$ cat config.mk
export PLATFORM = sky130hd
export DESIGN_NAME = soc_rst_seq
export DESIGN_NICKNAME = d
export VERILOG_FILES = /design/src/rtl/soc_rst_pkg.sv /design/src/rtl/soc_wdt_counter.sv /design/src/rtl/soc_rst_seq.sv
export SDC_FILE = /design/constraint.sdc
export NUM_CORES = 1
export LEC_CHECK = 0
export ABC_CLOCK_PERIOD_IN_PS = 5450
export CELL_PAD_IN_SITES_DETAIL_PLACEMENT = 0
export CELL_PAD_IN_SITES_GLOBAL_PLACEMENT = 1
export CORE_ASPECT_RATIO = 0.9
export CORE_MARGIN = 1.5
export CORE_UTILIZATION = 45
export DETAILED_ROUTE_END_ITERATION = 8
export PLACE_DENSITY = 0.83
export SLEW_MARGIN = 40
export SYNTH_ARGS = -nofsm -noshare
export SYNTH_HDL_FRONTEND = slang
export SYNTH_HIERARCHICAL = 1
export SYNTH_SLANG_ARGS = --single-unit
$ cat constraint.sdc
create_clock -name HCLK -period 5.45 [get_ports HCLK]
set_input_delay 1.09 -clock HCLK [delete_from_list [all_inputs] [get_ports HCLK]]
set_output_delay 1.09 -clock HCLK [all_outputs]
set_load 0.1 [all_outputs]
$ cat src/rtl/soc_rst_pkg.sv
// Shared types and constants for the reset sequencer: FSM states, reset cause codes
// and a small sizing helper.
package soc_rst_pkg;

  localparam int CAUSE_W = 2;

  typedef enum logic [1:0] {
    HOLD    = 2'd0,
    STAGGER = 2'd1,
    RUN     = 2'd2
  } state_t;

  localparam logic [CAUSE_W-1:0] CAUSE_POR = 2'b00;
  localparam logic [CAUSE_W-1:0] CAUSE_SW  = 2'b01;
  localparam logic [CAUSE_W-1:0] CAUSE_WDT = 2'b10;

  function automatic int maxInt(input int a, input int b);
    return (a > b) ? a : b;
  endfunction

endpackage

$ cat src/rtl/soc_wdt_counter.sv
// Kickable watchdog: load register, down-counter and a one-cycle expiry pulse.
// It only counts while the sequencer is running and the enable is high.
module soc_wdt_counter #(
  parameter int WDT_WIDTH   = 16,
  parameter int WDT_DEFAULT = 10000
) (
  input  logic                 i_clk,
  input  logic                 i_rst,
  input  logic                 i_run,
  input  logic                 i_loadNow,
  input  logic                 i_en,
  input  logic                 i_kick,
  input  logic                 i_loadWe,
  input  logic [WDT_WIDTH-1:0] i_load,
  input  logic                 i_suppress,
  output logic                 o_expireNow,
  output logic                 o_expired
);

  localparam logic [WDT_WIDTH-1:0] DEFAULT_VAL = WDT_WIDTH'(WDT_DEFAULT);

  logic [WDT_WIDTH-1:0] r_loadReg;
  logic [WDT_WIDTH-1:0] r_cnt;
  logic                 r_expired;
  logic                 w_expire;

  // A kick or a software reset in the same cycle wins over an expiry.
  assign w_expire = i_run && i_en && !i_kick && !i_suppress && (r_cnt == '0);

  always_ff @(posedge i_clk) begin
    if (i_rst) begin
      r_loadReg <= DEFAULT_VAL;
      r_cnt     <= DEFAULT_VAL;
      r_expired <= 1'b0;
    end else begin
      r_expired <= w_expire;
      if (i_loadWe && (i_load != '0))
        r_loadReg <= i_load;
      if (i_loadNow)
        r_cnt <= r_loadReg;
      else if (i_run && i_en) begin
        if (i_kick)
          r_cnt <= r_loadReg;
        else if (r_cnt != '0)
          r_cnt <= r_cnt - 1'b1;
      end
    end
  end

  assign o_expireNow = w_expire;
  assign o_expired   = r_expired;

endmodule

$ cat src/rtl/soc_rst_seq.sv
// Reset sequencer: holds all domain resets after any reset source, releases the
// channels one at a time, then supervises the running system with the watchdog.
module soc_rst_seq
  import soc_rst_pkg::*;
#(
  parameter int NUM_CH         = 4,
  parameter int HOLD_CYCLES    = 5,
  parameter int STAGGER_CYCLES = 2,
  parameter int WDT_WIDTH      = 16,
  parameter int WDT_DEFAULT    = 10000
) (
  input  logic                 HCLK,
  input  logic                 HRESET,
  input  logic                 sw_rst_req,
  input  logic                 wdt_en,
  input  logic                 wdt_kick,
  input  logic                 wdt_load_we,
  input  logic [WDT_WIDTH-1:0] wdt_load,
  output logic [NUM_CH-1:0]    rst_n_out,
  output logic                 all_released,
  output logic                 busy,
  output logic                 wdt_expired,
  output logic [CAUSE_W-1:0]   rst_cause
);

  localparam int CNT_W = $clog2(maxInt(HOLD_CYCLES, STAGGER_CYCLES)) + 1;
  localparam int IDX_W = (NUM_CH > 1) ? $clog2(NUM_CH) : 1;
  localparam logic [CNT_W-1:0] HOLD_LAST = CNT_W'(HOLD_CYCLES - 1);
  localparam logic [CNT_W-1:0] STAG_LAST = CNT_W'(STAGGER_CYCLES - 1);

  state_t               r_state, w_stateNext;
  logic [CNT_W-1:0]     r_cnt, w_cntNext;
  logic [IDX_W-1:0]     r_chIdx, w_chIdxNext;
  logic [NUM_CH-1:0]    r_rstN, w_rstNNext;
  logic                 r_allRel, w_allRelNext;
  logic                 r_busy, w_busyNext;
  logic [CAUSE_W-1:0]   r_cause, w_causeNext;
  logic                 w_expireNow;
  logic                 w_enterRun;
  logic                 w_wdtExpired;

  // Software reset outranks watchdog expiry; both restart the hold count from zero.
  always_comb begin
    w_stateNext  = r_state;
    w_cntNext    = r_cnt;
    w_chIdxNext  = r_chIdx;
    w_rstNNext   = r_rstN;
    w_allRelNext = r_allRel;
    w_busyNext   = r_busy;
    w_causeNext  = r_cause;
    if (sw_rst_req || w_expireNow) begin
      w_stateNext  = HOLD;
      w_cntNext    = '0;
      w_chIdxNext  = '0;
      w_rstNNext   = '0;
      w_allRelNext = 1'b0;
      w_busyNext   = 1'b1;
      w_causeNext  = sw_rst_req ? CAUSE_SW : CAUSE_WDT;
    end else begin
      case (r_state)
        HOLD: begin
          if (r_cnt == HOLD_LAST) begin
            w_cntNext     = '0;
            w_chIdxNext   = '0;
            w_rstNNext[0] = 1'b1;
            if (NUM_CH == 1) begin
              w_stateNext  = RUN;
              w_allRelNext = 1'b1;
              w_busyNext   = 1'b0;
            end else begin
              w_stateNext = STAGGER;
            end
          end else begin
            w_cntNext = r_cnt + 1'b1;
          end
        end
        STAGGER: begin
          if (r_cnt == STAG_LAST) begin
            w_cntNext   = '0;
            w_chIdxNext = r_chIdx + 1'b1;
            for (int i = 1; i < NUM_CH; i++) begin
              if (i == int'(r_chIdx) + 1)
                w_rstNNext[i] = 1'b1;
            end
            if (int'(r_chIdx) == NUM_CH - 2) begin
              w_stateNext  = RUN;
              w_allRelNext = 1'b1;
              w_busyNext   = 1'b0;
            end
          end else begin
            w_cntNext = r_cnt + 1'b1;
          end
        end
        RUN: ;
        default: w_stateNext = HOLD;
      endcase
    end
  end

  assign w_enterRun = (w_stateNext == RUN) && (r_state != RUN);

  always_ff @(posedge HCLK) begin
    if (HRESET) begin
      r_state  <= HOLD;
      r_cnt    <= '0;
      r_chIdx  <= '0;
      r_rstN   <= '0;
      r_allRel <= 1'b0;
      r_busy   <= 1'b1;
      r_cause  <= CAUSE_POR;
    end else begin
      r_state  <= w_stateNext;
      r_cnt    <= w_cntNext;
      r_chIdx  <= w_chIdxNext;
      r_rstN   <= w_rstNNext;
      r_allRel <= w_allRelNext;
      r_busy   <= w_busyNext;
      r_cause  <= w_causeNext;
    end
  end

  soc_wdt_counter #(
    .WDT_WIDTH   (WDT_WIDTH),
    .WDT_DEFAULT (WDT_DEFAULT)
  ) u_wdt (
    .i_clk       (HCLK),
    .i_rst       (HRESET),
    .i_run       (r_state == RUN),
    .i_loadNow   (w_enterRun),
    .i_en        (wdt_en),
    .i_kick      (wdt_kick),
    .i_loadWe    (wdt_load_we),
    .i_load      (wdt_load),
    .i_suppress  (sw_rst_req),
    .o_expireNow (w_expireNow),
    .o_expired   (w_wdtExpired)
  );

  assign rst_n_out    = r_rstN;
  assign all_released = r_allRel;
  assign busy         = r_busy;
  assign wdt_expired  = w_wdtExpired;
  assign rst_cause    = r_cause;

endmodule

Word level (Yosys, flattened, before mapping)
Index checks and enable logic that the tools add are counted.
W data, S select, Z words.
- bits of input ports: 22
- register bits: 49
- word-level logic and storage cells: 69
- output and inout port bits: 9
- add/sub/neg operators: 4
- reduce and logical (&&, ||, !) cells: 24
- muxes and demuxes: 16
- equality and inequality tests: 12
- operators with widths (operator ; number):
    $mux W16 ; 4
    $eq A2 B32 Y1 const A ; 1
    $eq A3 B32 Y1 const A ; 1
    $reduce_bool A16 Y1 ; 2
    $logic_not A16 Y1 ; 1
    $sub A16 B1 Y16 const B ; 1
    $reduce_and A3 Y1 ; 5
    $mux W2 ; 7
    $mux W4 ; 2
    $pmux W4 S2 ; 1
    $eq A2 B2 Y1 const B ; 3
    $logic_and A1 B1 Y1 ; 6
    $ne A2 B2 Y1 const B ; 3
    $pmux W2 S3 ; 1
    $add A4 B1 Y4 const B ; 1
    $eq A4 B1 Y1 const B ; 1
    $eq A4 B3 Y1 const B ; 1
    $pmux W2 S2 ; 1
    $reduce_and A2 Y1 ; 2
    $reduce_bool A2 Y1 ; 2
    $add A2 B1 Y3 const B ; 1
    $eq A2 B3 Y1 const A ; 1
    $reduce_bool A3 Y1 ; 1
    $add A2 B1 Y2 const B ; 1
    other kinds (5) ; 6

Depth between registers and ports, before layout
- word-level depth: 11
- mapped depth: 14
- mapped depth without buffers: 11

Hierarchy
The synthesis kept the hierarchy.
- by module, submodules not included (module ; cells each ; seq. area each (µm²) ; area an instance (µm²) ; times used):
    soc_wdt_counter ; 220 ; 660.6 ; 1819.2 ; 1
    soc_rst_seq ; 81 ; 320.3 ; 767.0 ; 1

Worst setup path before layout
Ideal clock, no wire load.
- path kind: input to register
- start: in wdt_kick
- end: reg u_wdt.r_cnt[7]
- arrival: 3.491 ns
- cell stages on the path: 11
- library setup time: 0.088 ns
- data required time: 5.362 ns
- path slack: 1.871 ns
- buffers on the path: 3
- cells stage by stage: clkbuf_1 > nor4_1 > nand2_1 > nor3_1 > nor4_2 > clkbuf_1 > or2_2 > clkbuf_1 > nor4_1 > a21oi_1 > o32ai_2
- cells in the longest elaborated chain, start to end: 10
- elaborated cells on any way between the ends: 14
- classes of those cells: 1 x eq/ne; 4 x mux; 9 x reduce/logical
- ends and longest elaborated chain (what ; line ; RTL):
    start: declaration ; soc_rst_seq.sv:16 ; input logic wdt_kick,
    $logic_not A1 Y1 * ; soc_wdt_counter.sv:28 ; assign w_expire = i_run && i_en && !i_kick && !i_suppress && (r_cnt == '0);
    $logic_and A1 B1 Y1 * (3 in a row) ; soc_wdt_counter.sv:28 ;
    named net w_expireNow ; soc_rst_seq.sv:38 ; logic w_expireNow;
    $logic_or A1 B1 Y1 * ; soc_rst_seq.sv:51 ; if (sw_rst_req || w_expireNow) begin
    $mux W2 * ; soc_rst_seq.sv:51 ;
    $eq A2 B2 Y1 * ; soc_rst_seq.sv:100 ; assign w_enterRun = (w_stateNext == RUN) && (r_state != RUN);
    $logic_and A1 B1 Y1 * ; soc_rst_seq.sv:100 ;
    named net w_enterRun ; soc_rst_seq.sv:39 ; logic w_enterRun;
    $reduce_bool A3 Y1 (no source line) / $reduce_bool A2 Y1 (equally long branches) ; -- ;
    $reduce_and A2 Y1 (no source line) ; -- ;
    end signal: assignment ; soc_wdt_counter.sv:40 ; r_cnt <= r_loadReg;
    end signal: assignment ; soc_wdt_counter.sv:43 ; r_cnt <= r_loadReg;
    end signal: assignment ; soc_wdt_counter.sv:45 ; r_cnt <= r_cnt - 1'b1;
    end: declaration ; soc_wdt_counter.sv:23 ; logic [WDT_WIDTH-1:0] r_cnt;
Mark *: on every way through the listed nets, which the timed path passes. The rest lies on a longest branch. The select of a mux whose other input is x is not followed.
A chain may end at the register's enable or synchronous reset.

Worst setup path after layout
- start: in wdt_kick
- end: reg u_wdt.r_cnt[14]
The elaborated chain is that of the path after synthesis.

==> results.md <==
• leading area contributor after synthesis: sky130_fd_sc_hd__dfxtp_1
• vias in the first global route: 1974
• data arrival time of the critical path: 4270 ps
• mean post-synth cell area: 8.59 sq um
• total buffers and inverters traversed by the critical path: 2
• TritonRoute pass-1 iters: 4
• Critical Setup Path Class: in -> reg
• Final setup violation count: 0
• root buffer cell: sky130_fd_sc_hd__clkbuf_8
• number of failing hold endpoints at the final stage: 0
• sequential cell area: 981 sq um
• area enclosed by the die boundary: 6210 sq um
• Synth top area share: 0.379
• Port Buffer Count: 30
• DRT iter0 DRCs: 167
• count of cell types in the netlist: 52
• top cells by area in the synthesized netlist: sky130_fd_sc_hd__dfxtp_1 38%, sky130_fd_sc_hd__mux2i_1 6.2%, sky130_fd_sc_hd__nor2_1 5.2%
• number of flops mapped to enable cells by yosys: 0
• count of boundary I/O pins: 31
• part of the Yosys area used for sequential elements: 0.379
• Inserted Clock Buffers: 5
• flip-flop cell with the highest count after synthesis: sky130_fd_sc_hd__dfxtp_1
• number of design rule violations left after detail routing: 0
• total leakage power: 1.04 nW
• layout cell share with drive strength beyond 1: 0.0878
• Post-Synthesis Cells: 301
• placer congestion estimate: 0.852
• VDD IR-drop max: 0.236 mV
• Via density: 5.89
• depth of the critical timing path with buffers and inverters included: 10
• clock transition time at the flip-flop clock pins of the worst setup and hold paths: 90 ps
• Required @ worst endpoint: 5650 ps
• register bit total from synthesis: 49
• Max FO, Critical Path: 20
• antenna cells: 0
• async set or reset register ratio after synthesis: 0
• worst-case clock buffer depth: 2
• global-route usage over all layers: 0.204
• most instantiated library cell after synthesis: sky130_fd_sc_hd__dfxtp_1
• total number of clock tree sinks: 49
• fraction of the core area covered by cells at the end of the flow: 0.548
• max-cap violations: 0
• Critical Path Slowest Stage Cell: sky130_fd_sc_hd__clkdlybuf4s50_1
• number of antenna violations at the first check in global routing: 0
• Least-Margin Pin Slew: 767 ps
• CTS tree: built
• Worst Reg2Reg Path Length in Cells: 11
• clock period minus final worst setup slack: 4070 ps
• ANT nets after route: 0
• number of synthesis warnings: 6
• global-route wire length before repair: 10000 um
• Total Nets Final: 349
• count of standard-cell rows: 25
• run status: completed
• multi-input combinational cell area: 1470 sq um
• total negative slack for setup checks: 0 ps
• cell type with the highest occurrence count on the critical path: sky130_fd_sc_hd__nand2_1
• portion of the clock cycle consumed by the worst path in the final layout: 0.746
• net count of the mapped netlist: 331
• headroom to the max-slew limit: 0.487
• Horiz. Die Dim: 82.9 um
• top post-synthesis cells by count: 49 x sky130_fd_sc_hd__dfxtp_1, 36 x sky130_fd_sc_hd__nor2_1
• list of cells traversed by the critical path: clkdlybuf4s50_1 -> nor4_1 -> buf_4 -> nand2_1 -> nor3_1 -> nor4_2 -> nor2_1 -> nand2_1 -> a311o_1 -> o221ai_1
• total overflow reported by the global router: 0
• clk_lat worst skew: 300 ps
• startpoint types: input port
• synthesis-to-finish area growth: 14.0%
• DR vias: 2275
• clk_skew: 9.29 ps
• maximum clock frequency: 246 MHz
• H-tree depth reported by CTS: 2
• Filler Cells Inserted: 516
• Floorplan Core Area: 5380 sq um
• wire per inst: 15.9 um
• synthesized cell area: 2590 sq um
• setup repair after global routing missed its margin: no
• Hold Crit Depth: 2
• PwrDens: 220 nW/um^2
• classification of the worst-slack hold path: reg -> reg
• number of cells upsized or downsized after cts: 0
• Chip Height: 74.9 um
• Top Family by Delay on Critical Path: simple AND/OR/NAND/NOR gates
• number of buffers inserted by hold repair at cts: 0
• number of buffers inserted to repair setup after CTS: 0
• final routed wirelength across all metal layers: 6160 um
• kind of end point of the critical path: register
• effective utilization at floorplan: 0.481
• pin count of the biggest net entering global routing: 30
• number of pins exceeding their max-slew limit in the final report: 0
• final HPWL from detailed placement: 4420 um
• biggest cell delay along the critical path: 740 ps
stage by stage:
stage	hold WS, ps	power [mW]	cell area, sq um	setup slack, ps	cells
after floorplan	446	0.418	2590	1870	301
after global placement	433	0.447	2900	1310	379
after detailed placement	438	0.448	2870	1170	379
after CTS	452	0.656	2950	1450	386
after global routing	491	0.680	2950	1110	386
final	449	0.650	2950	1380	386
worst register-to-register path, cell delays in order, from the launching register on:
cell                       delay (ps)
sky130_fd_sc_hd__dfxtp_1          380
sky130_fd_sc_hd__inv_1            100
sky130_fd_sc_hd__ha_1             200
sky130_fd_sc_hd__or3b_1           500
sky130_fd_sc_hd__nor4_4           580
sky130_fd_sc_hd__nand2_1          140
sky130_fd_sc_hd__nor3_1           480
sky130_fd_sc_hd__nor4_2           210
sky130_fd_sc_hd__nor2_1           570
sky130_fd_sc_hd__nand2_1          170
sky130_fd_sc_hd__a311o_1          350
sky130_fd_sc_hd__o221ai_1          70
kinds of logic after synthesis:
group,after synthesis,synth area share
simple gates,116,0.242
mux,16,0.0619
fa+ha+maj,8,0.0387
xor+xnor,3,0.0102
flops,49,0.379
buf+inv,35,0.0581
compound gates,74,0.209
power by group:
group	switching, mW	total (mW)	internal [mW]	leakage [nW]
Sequential	0.00687	0.373	0.366	0.399
Clock	0.121	0.210	0.0889	0.0444
Combinational	0.0353	0.0668	0.0314	0.598
Total	0.163	0.650	0.487	1.04
registers in the layout, summed over array words and instances (netlist names):
register         cells
rst_cause            2
rst_n_out            4
r_cnt                4
all_released         1
u_wdt/r_cnt         16
r_chIdx              2
busy                 1
u_wdt/r_loadReg     16
r_state              2
u_wdt/o_expired      1
cell usage in the layout (no fill, tap or decap), types with 5 or more instances in the layout:
| master | n |
|---|---|
| sky130_fd_sc_hd__o21ai_0 | 7 |
| sky130_fd_sc_hd__a21oi_1 | 16 |
| sky130_fd_sc_hd__nor2_1 | 36 |
| sky130_fd_sc_hd__ha_1 | 8 |
| sky130_fd_sc_hd__dfxtp_1 | 49 |
| sky130_fd_sc_hd__clkdlybuf4s50_1 | 21 |
| sky130_fd_sc_hd__o22ai_1 | 7 |
| sky130_fd_sc_hd__a211o_1 | 7 |
| sky130_fd_sc_hd__nor4_1 | 11 |
| sky130_fd_sc_hd__nand2_1 | 14 |
| sky130_fd_sc_hd__nor2b_1 | 6 |
| sky130_fd_sc_hd__clkbuf_8 | 5 |
| sky130_fd_sc_hd__mux2i_1 | 16 |
| sky130_fd_sc_hd__nor3_1 | 16 |
| sky130_fd_sc_hd__a31oi_1 | 8 |
| sky130_fd_sc_hd__inv_1 | 13 |
| sky130_fd_sc_hd__buf_2 | 9 |
layout make-up:
type                    count  area share
clock buffers               5      0.0233
clock inverters             2     0.00467
inverters                  13      0.0166
multi-input cells         217       0.500
flip-flops and latches     49       0.333
well taps                  67      0.0284
repair buffers             33      0.0942
final timing paths:
| check | startpoint | end | slack (ps) |
|---|---|---|---|
| max | wdt_kick | u_wdt/r_cnt[14] | 1380 |
| max reg2reg | u_wdt/r_cnt[0] | u_wdt/r_cnt[14] | 1620 |
| min | all_released | all_released | 450 |
| min reg2reg | all_released | all_released | 450 |
routing by layer:
layer | GRT usage | up-vias | wire [um]
met1 | 0.306 | 1057 | 3230
met5 | 0 | - | 0
met2 | 0.303 | 57 | 2530
li1 | - | 1154 | -
met3 | 0.0384 | 7 | 317
met4 | 0.0537 | 0 | 74
No activity file was read; power rests on OpenSTA's default activity.
